**src/rtl/reg_dump.sv**
```systemverilog
`timescale 1ns/1ps
// -----------------------------------------------------------------------------
// reg_dump
//
// Walks a register bank through its combinational read port and streams the
// registers selected by a mask out over a valid/ready interface. Each selected
// register is snapshotted into an output holding register, so later bank
// writes cannot disturb a word that is waiting for the consumer.
//
// Ports
//   clk        clock, all state updates on the rising edge
//   rst        asynchronous, active-high reset
//   start      begin a dump (honoured only when idle)
//   abort      terminate the dump in progress
//   mask       registers to dump, one bit per register, sampled at start
//   rd_addr    read address to the register bank
//   rd_data    combinational read data from the register bank
//   out_valid  out_addr/out_data/out_last valid
//   out_ready  consumer accepts the current word
//   out_addr   register index of the current word
//   out_data   snapshot of the register value
//   out_last   final word of this dump
//   busy       high whenever a dump is in progress (state != IDLE)
//   done       one-cycle pulse on normal completion
//   count      words accepted since the last start
// -----------------------------------------------------------------------------
module reg_dump #(
  parameter int DATA_W = 32,
  parameter int ADDR_W = 4
) (
  input  logic                   clk,
  input  logic                   rst,
  input  logic                   start,
  input  logic                   abort,
  input  logic [2**ADDR_W-1:0]   mask,
  output logic [ADDR_W-1:0]      rd_addr,
  input  logic [DATA_W-1:0]      rd_data,
  output logic                   out_valid,
  input  logic                   out_ready,
  output logic [ADDR_W-1:0]      out_addr,
  output logic [DATA_W-1:0]      out_data,
  output logic                   out_last,
  output logic                   busy,
  output logic                   done,
  output logic [ADDR_W:0]        count
);

  localparam int NREGS = 2**ADDR_W;

  typedef enum logic [1:0] {IDLE, SCAN, SEND, DONE} state_t;

  state_t              r_state;
  state_t              w_state_next;
  logic [NREGS-1:0]    r_mask_q;
  logic [ADDR_W-1:0]   r_ptr;
  logic [ADDR_W:0]     r_count;
  logic                r_out_valid;
  logic                r_out_last;
  logic [ADDR_W-1:0]   r_out_addr;
  logic [DATA_W-1:0]   r_out_data;

  logic [NREGS-1:0]    w_above;     // bit i set when register i lies above ptr
  logic                w_sel;       // current register is selected
  logic                w_is_last;   // no selected register remains above ptr

  // NOTE: every signal written in an always_comb gets a default first, so no
  // path through the block leaves it unassigned and no latch is inferred.
  always_comb begin
    w_above = '0;
    for (int i = 0; i < NREGS; i++) begin
      w_above[i] = (i > int'(r_ptr));
    end
  end

  assign w_sel     = r_mask_q[r_ptr];
  assign w_is_last = ~|(r_mask_q & w_above);

  // NOTE: sequential state uses non-blocking assignments so every register
  // samples the pre-edge values, independent of statement order.
  always_ff @(posedge clk or posedge rst) begin
    if (rst) r_state <= IDLE;
    else     r_state <= w_state_next;
  end

  // abort beats start in IDLE and beats the handshake in SEND.
  always_comb begin
    w_state_next = r_state;
    case (r_state)
      IDLE: if (start && !abort) w_state_next = (|mask) ? SCAN : DONE;
      SCAN: begin
        if (abort)      w_state_next = IDLE;
        else if (w_sel) w_state_next = SEND;
      end
      SEND: begin
        if (abort)          w_state_next = IDLE;
        else if (out_ready) w_state_next = r_out_last ? DONE : SCAN;
      end
      DONE:    w_state_next = IDLE;
      default: w_state_next = IDLE;
    endcase
  end

  // NOTE: the output data holding register is reset along with the control
  // state, so every output has a defined value the moment rst is asserted.
  always_ff @(posedge clk or posedge rst) begin
    if (rst) begin
      r_mask_q    <= '0;
      r_ptr       <= '0;
      r_count     <= '0;
      r_out_valid <= 1'b0;
      r_out_last  <= 1'b0;
      r_out_addr  <= '0;
      r_out_data  <= '0;
    end else begin
      case (r_state)
        IDLE: begin
          if (start && !abort) begin
            r_count <= '0;
            if (|mask) begin
              r_mask_q <= mask;
              r_ptr    <= '0;
            end
          end
        end
        SCAN: begin
          if (!abort) begin
            if (w_sel) begin
              r_out_data  <= rd_data;
              r_out_addr  <= r_ptr;
              r_out_valid <= 1'b1;
              r_out_last  <= w_is_last;
            end else begin
              // A later selected bit always exists here, so ptr never wraps.
              r_ptr <= r_ptr + 1'b1;
            end
          end
        end
        SEND: begin
          if (abort) begin
            r_out_valid <= 1'b0;
          end else if (out_ready) begin
            r_out_valid <= 1'b0;
            r_count     <= r_count + 1'b1;
            if (!r_out_last) r_ptr <= r_ptr + 1'b1;
          end
        end
        default: ;
      endcase
    end
  end

  assign rd_addr   = r_ptr;
  assign out_valid = r_out_valid;
  assign out_addr  = r_out_addr;
  assign out_data  = r_out_data;
  assign out_last  = r_out_last;
  assign count     = r_count;
  assign busy      = (r_state != IDLE);
  assign done      = (r_state == DONE);

endmodule

```
**config.mk**
```make
export PLATFORM = sky130hd
export DESIGN_NAME = reg_dump
export DESIGN_NICKNAME = d
export VERILOG_FILES = /design/src/rtl/reg_dump.sv
export SDC_FILE = /design/constraint.sdc
export NUM_CORES = 1
export LEC_CHECK = 0
export CORE_UTILIZATION = 23
export CTS_CLUSTER_SIZE = 24
export DETAILED_ROUTE_END_ITERATION = 8
export HOLD_SLACK_MARGIN = 0.05
export PLACE_DENSITY = 0.55
export RECOVER_POWER = 100
export REMOVE_ABC_BUFFERS = 1
export SLEW_MARGIN = 20
export SYNTH_ARGS = -nofsm -noshare
export SYNTH_HDL_FRONTEND = slang
export SYNTH_SLANG_ARGS = --single-unit
```
**constraint.sdc**
```tcl
create_clock -name clk -period 2.25 [get_ports clk]
set_input_delay 0.45 -clock clk [delete_from_list [all_inputs] [get_ports clk]]
set_output_delay 0.45 -clock clk [all_outputs]
set_load 0.05 [all_outputs]
```
=== Yosys cells after proc, flatten, opt, wreduce, memory -nomap -nowiden ===
Index checks and enable logic that the tools add are counted.
W data, S select, Z words.

* Input port bits: 53
* Word-level logic and storage cells: 84
* Register bits after elaboration: 65

* $add $sub $neg: 2
* Magnitude comparators: 16
* Muxes and demuxes: 27
* Equal/unequal tests: 13
* Bitwise gates (word level): 2
* Reductions and logical operators: 16

{| class="wikitable"
|+ Operators by type and width
! cell !! number
|-
| $gt A4 B4 Y1 const A || 8
|-
| $reduce_or A16 Y1 || 2
|-
| $mux W4 || 7
|-
| $and A16 B16 Y16 || 1
|-
| $gt A3 B4 Y1 const A || 4
|-
| $ne A2 B2 Y1 const B || 8
|-
| $mux W5 || 3
|-
| $mux W2 || 7
|-
| $pmux W4 S3 || 1
|-
| $pmux W5 S2 || 1
|-
| $reduce_and A3 Y1 || 3
|-
| $gt A2 B4 Y1 const A || 2
|-
| $pmux W2 S4 || 1
|-
| $reduce_and A4 Y1 || 2
|-
| $reduce_and A8 Y1 || 1
|-
| $ne A3 B3 Y1 const B || 2
|-
| $reduce_bool A2 Y1 || 3
|-
| $add A5 B1 Y5 const B || 1
|-
| $lt A4 B5 Y1 const B || 1
|-
| $mux W1 || 5
|-
| $add A4 B1 Y4 const B || 1
|-
| $bmux W1 S4 || 1
|-
| $eq A2 B2 Y1 const B || 2
|-
| $gt A1 B4 Y1 const A || 1
|-
| other kinds (7) || 8
|}

=== Depth between registers and ports, before layout ===
* Depth after elaboration: 5
* Mapped depth: 8

=== Worst setup path before layout ===
OpenSTA, ideal clock, no wires.

* Path type: register -> register
* From: register r_ptr[1] (netlist: rd_addr[1])
* To: register r_out_addr[0] (netlist: out_addr[0])
* Arrival: 2.487 ns
* Buffers on the path: 3
* Slack: -0.362 ns
* Period minus slack after synthesis: 2.612 ns
* Cell stages (with the launch flop): 8
* Path through: dfrtp_1 > buf_2 > mux2_2 > a222oi_1 > a221oi_1 > buf_2 > buf_6 > mux2_4

* Cells in the longest elaborated chain, start to end: 3

{| class="wikitable"
|+ Ends and longest elaborated chain
! element !! RTL line !! text
|-
| start, declared || 55 || <nowiki>logic [ADDR_W-1:0] r_ptr;</nowiki>
|-
| start signal, assigned || 134 || <nowiki>r_ptr <= r_ptr + 1'b1;</nowiki>
|-
| start signal, assigned || 144 || <nowiki>if (!r_out_last) r_ptr <= r_ptr + 1'b1;</nowiki>
|-
| $bmux W1 S4 || 75 || <nowiki>assign w_sel = r_mask_q[r_ptr];</nowiki>
|-
| $mux W1 (implied by the code) || 75 ||
|-
| $reduce_and A3 Y1 (no source line) || - ||
|-
| end signal, assigned || 129 || <nowiki>r_out_addr <= r_ptr;</nowiki>
|-
| end, declared || 59 || <nowiki>logic [ADDR_W-1:0] r_out_addr;</nowiki>
|}

Every way passes these cells. The select of a mux whose other input is x is not followed.
A chain may end at the register's enable or synchronous reset.

=== Final worst setup path ===
* From: register r_ptr[1] (netlist: rd_addr[1])
* To: register r_out_data[18] (netlist: out_data[18])

* Cells in the longest elaborated chain, start to end: 3

{| class="wikitable"
|+ Ends and longest elaborated chain
! element !! RTL line !! text
|-
| $bmux W1 S4 || 75 ||
|-
| $mux W1 (implied by the code) || 75 ||
|-
| $reduce_and A3 Y1 (no source line) || - ||
|-
| end signal, assigned || 128 || <nowiki>r_out_data <= rd_data;</nowiki>
|-
| end, declared || 60 || <nowiki>logic [DATA_W-1:0] r_out_data;</nowiki>
|}

Every way passes these cells. The select of a mux whose other input is x is not followed.

==> qor.yml <==
syn_area_per_cell_um2: 12.9
fin_hold_ws_ns: 0.503
n_antenna_cell: 0
drive_gt1_share_pct: 32.0
maxCapViolCount: 0
p_total_w: 0.00869
nFillCells: 1296
io_pins: 102
worstPathCellList: "mux2_4 -> a222oi_1 -> buf_4 -> buf_6 -> a221oi_4 -> buf_12 -> clkbuf_16 -> mux2_4"
period_needed_ns: 2.22
clockPowerShare_pct: 20.3
rows: 42
wire_per_inst_um: 14.9
syn_to_final_growth_pct: 63.3
synthArstFlopShare_pct: 100
drtPass1Iterations: 4
io_buffers: 101
layout_commonest_cell: "clkdlybuf4s50_1"
rsz0062_at_grt: "true"
cp.arrival_ns: 2.43
cts_tree: "yes"
max_stage_delay_ns: 0.47
cp-end-kind: "flop"
synth_edf_count: 0
cts_hold_buf: 0
cp_slowest_cell: "dfrtp_2"
slew_violations: 0
clk_pin_slew_ns: 0.05
grt_antenna_before_repair: 0
cp_common_cell: "mux2_4"
grt_max_degree: 66
grt_pass1_vias: 2677
synth-seq-area-share_pct: 51.1
post-route-drc-count: 0
ys_ff_latch: 65
reg2reg_depth: 8
worstSkewPairLatency_ns: 0.33
via_count: 2519
multi_input_area_um2: 1480
fin_util_pct: 38.9
ys.flop_type: "dfrtp_1"
die_height_um: 120
timing.fmax_ghz: 0.451
cts-htree-levels: 3
finalHoldViolCount: 0
status: "complete, no violations"
crit_family: "buffers and inverters"
max_slew_margin_pct: 39.6
regToRegEndpoint: "out_data[18]"
synthCells: 247
regArea_um2: 1630
core_um2: 13300
cp-endpoint: "out_data[18]"
place_hpwl_um: 6130
p_comb_share_pct: 55.7
r2r-start: "rd_addr[1]"
sw_frac_of_total_pct: 40.4
gr-total-overflow: 0
die_w_um: 120
p_leak_nw: 2.24
layout_common_cells: "97 x clkdlybuf4s50_1, 63 x dfrtp_1, 38 x mux2_2"
p_int_w: 0.00518
dr.first_iter.drc_count: 158
root_buffer: "clkbuf_16"
initial_core_util_pct: 23.8
gp_congestion: 0.823
crit_buf_inv: 4
path_max_fanout: 8
power.density_nw_per_um2: 1670
skew_ns: 0.00608
fin_nets: 453
ys_warn_count: 0
routed_wl_um: 8500
critPathLaunchType: "flop"
power.switching_w: 0.00351
critPathKind: "reg2reg"
viasPerCell: 4.42
grt_pass1_wl_um: 13500
ant_nets: 0
ys_types: 42
tightest_slew_ns: 0.905
worst-r2r-setup-slack_ns: 0.03
syn-cell-area_um2: 3180
hold_class: "reg2reg"
path_depth: 8
track_usage_pct: 12.2
cts.sinks: 65
cp-startpoint: "rd_addr[1]"
cts_buffers: 9
dieArea_um2: 14300
setup_violations: 0
max-vdd-ir-drop_v: 0.000628
post-route-period-util_pct: 98.5
seqPwrFrac_pct: 24.0
crit_required_ns: 2.46
clk_path_buf_depth: 2
## per-stage QoR
step                      instances  cell area (um2)  setup WS, ns  TNS, ns
after global placement          548             4680        -0.171    -8.01
after global routing            570             5190       -0.0202   -0.191
after floorplan                 237             3120         -3.37  -124.23
after CTS                       565             5080      0.000740        0
final                           570             5190        0.0340        0
after detailed placement        548             4680        -0.180    -8.23
## what timing repair did
item	4_1_cts	5_1_grt
setup buffers	1	2
gates cloned	0	4
setup endpoints to repair	38	37
pin swaps	1	3
gates resized for setup	2	9
## metal layers
| metal | vias to the layer above | GRT usage [%] | wire length (um) |
|---|---|---|---|
| li1 | 1188 | - | - |
| met1 | 1238 | 15.6 | 4020 |
| met2 | 78 | 19.1 | 3910 |
| met3 | 15 | 2.90 | 404 |
| met4 | 0 | 6.41 | 174 |
| met5 | - | 0 | 0 |
## cells by family after synthesis
logic type                 Yosys count  synth area share, %
muxes                               63                 24.5
DFF                                 65                 51.1
xor gates and xnor gates             2                0.551
and+or+nand+nor                     41                 6.69
buffers and inverters               23                 3.34
adders and majority gates           11                 4.33
AOI/OAI and AO/OA                   42                 9.44
## power groups by stage
stage	logic (W)	clock network [W]	registers, W
3_5_place_dp	0.00460	0	0.00210
5_1_grt	0.00512	0.00187	0.00216
2_1_floorplan	0.00173	0	0.00330
3_3_place_gp	0.00457	0	0.00207
6_report	0.00484	0.00176	0.00208
4_1_cts	0.00466	0.00182	0.00208
## Yosys cell counts, types with 2 or more instances
cell type,number,area (um2)
a21oi_1,9,45.0
a221oi_1,5,43.8
a222oi_1,3,30.0
a22oi_1,2,15.0
and3_1,2,12.5
buf_2,4,20.0
buf_6,2,22.5
clkbuf_1,3,11.3
dfrtp_1,65,1630
ha_1,11,138
inv_1,13,48.8
mux2_2,39,439
mux2_4,20,300
mux2i_1,3,30.0
nand2_1,11,41.3
nand2b_1,4,25.0
nand4_1,2,12.5
nor2_1,7,26.3
nor2b_1,3,18.8
nor3_1,2,10.0
nor4_1,4,25.0
o211ai_1,3,22.5
o21ai_0,9,45.0
o2bb2ai_1,2,17.5
xor2_1,2,17.5
## cell type report
class                   instances  area share [%]
clock buffers                  10            4.60
clock inverters                 6            2.65
multi-input cells             159            28.5
repair buffers                141            27.7
well taps                     176            4.24
flip-flops and latches         65            31.4
inverters                      13           0.939
## worst min path at each step
stage                 start            to  cells past startpoint
4_1_cts        out_data[16]  out_data[16]                      1
5_1_grt        out_data[29]  out_data[29]                      1
6_report       out_data[26]  out_data[26]                      1
3_3_place_gp   out_data[28]  out_data[28]                      1
2_1_floorplan   r_mask_q[0]   r_mask_q[0]                      1
3_5_place_dp   out_data[31]  out_data[31]                      1
## sequential cells by signal (all words and copies together) (netlist names)
signal	flops
r_mask_q	16
out_last	1
rd_addr	4
r_state	2
out_addr	4
count	5
out_valid	1
out_data	32
## worst reg2reg max path: cells and delay by family, from the launching register on
family	cells	cell delay, ns
DFF	1	0.47
AOI/OAI and AO/OA	2	0.39
buffers and inverters	4	0.62
muxes	2	0.62
No activity file was read; power rests on OpenSTA's default activity.
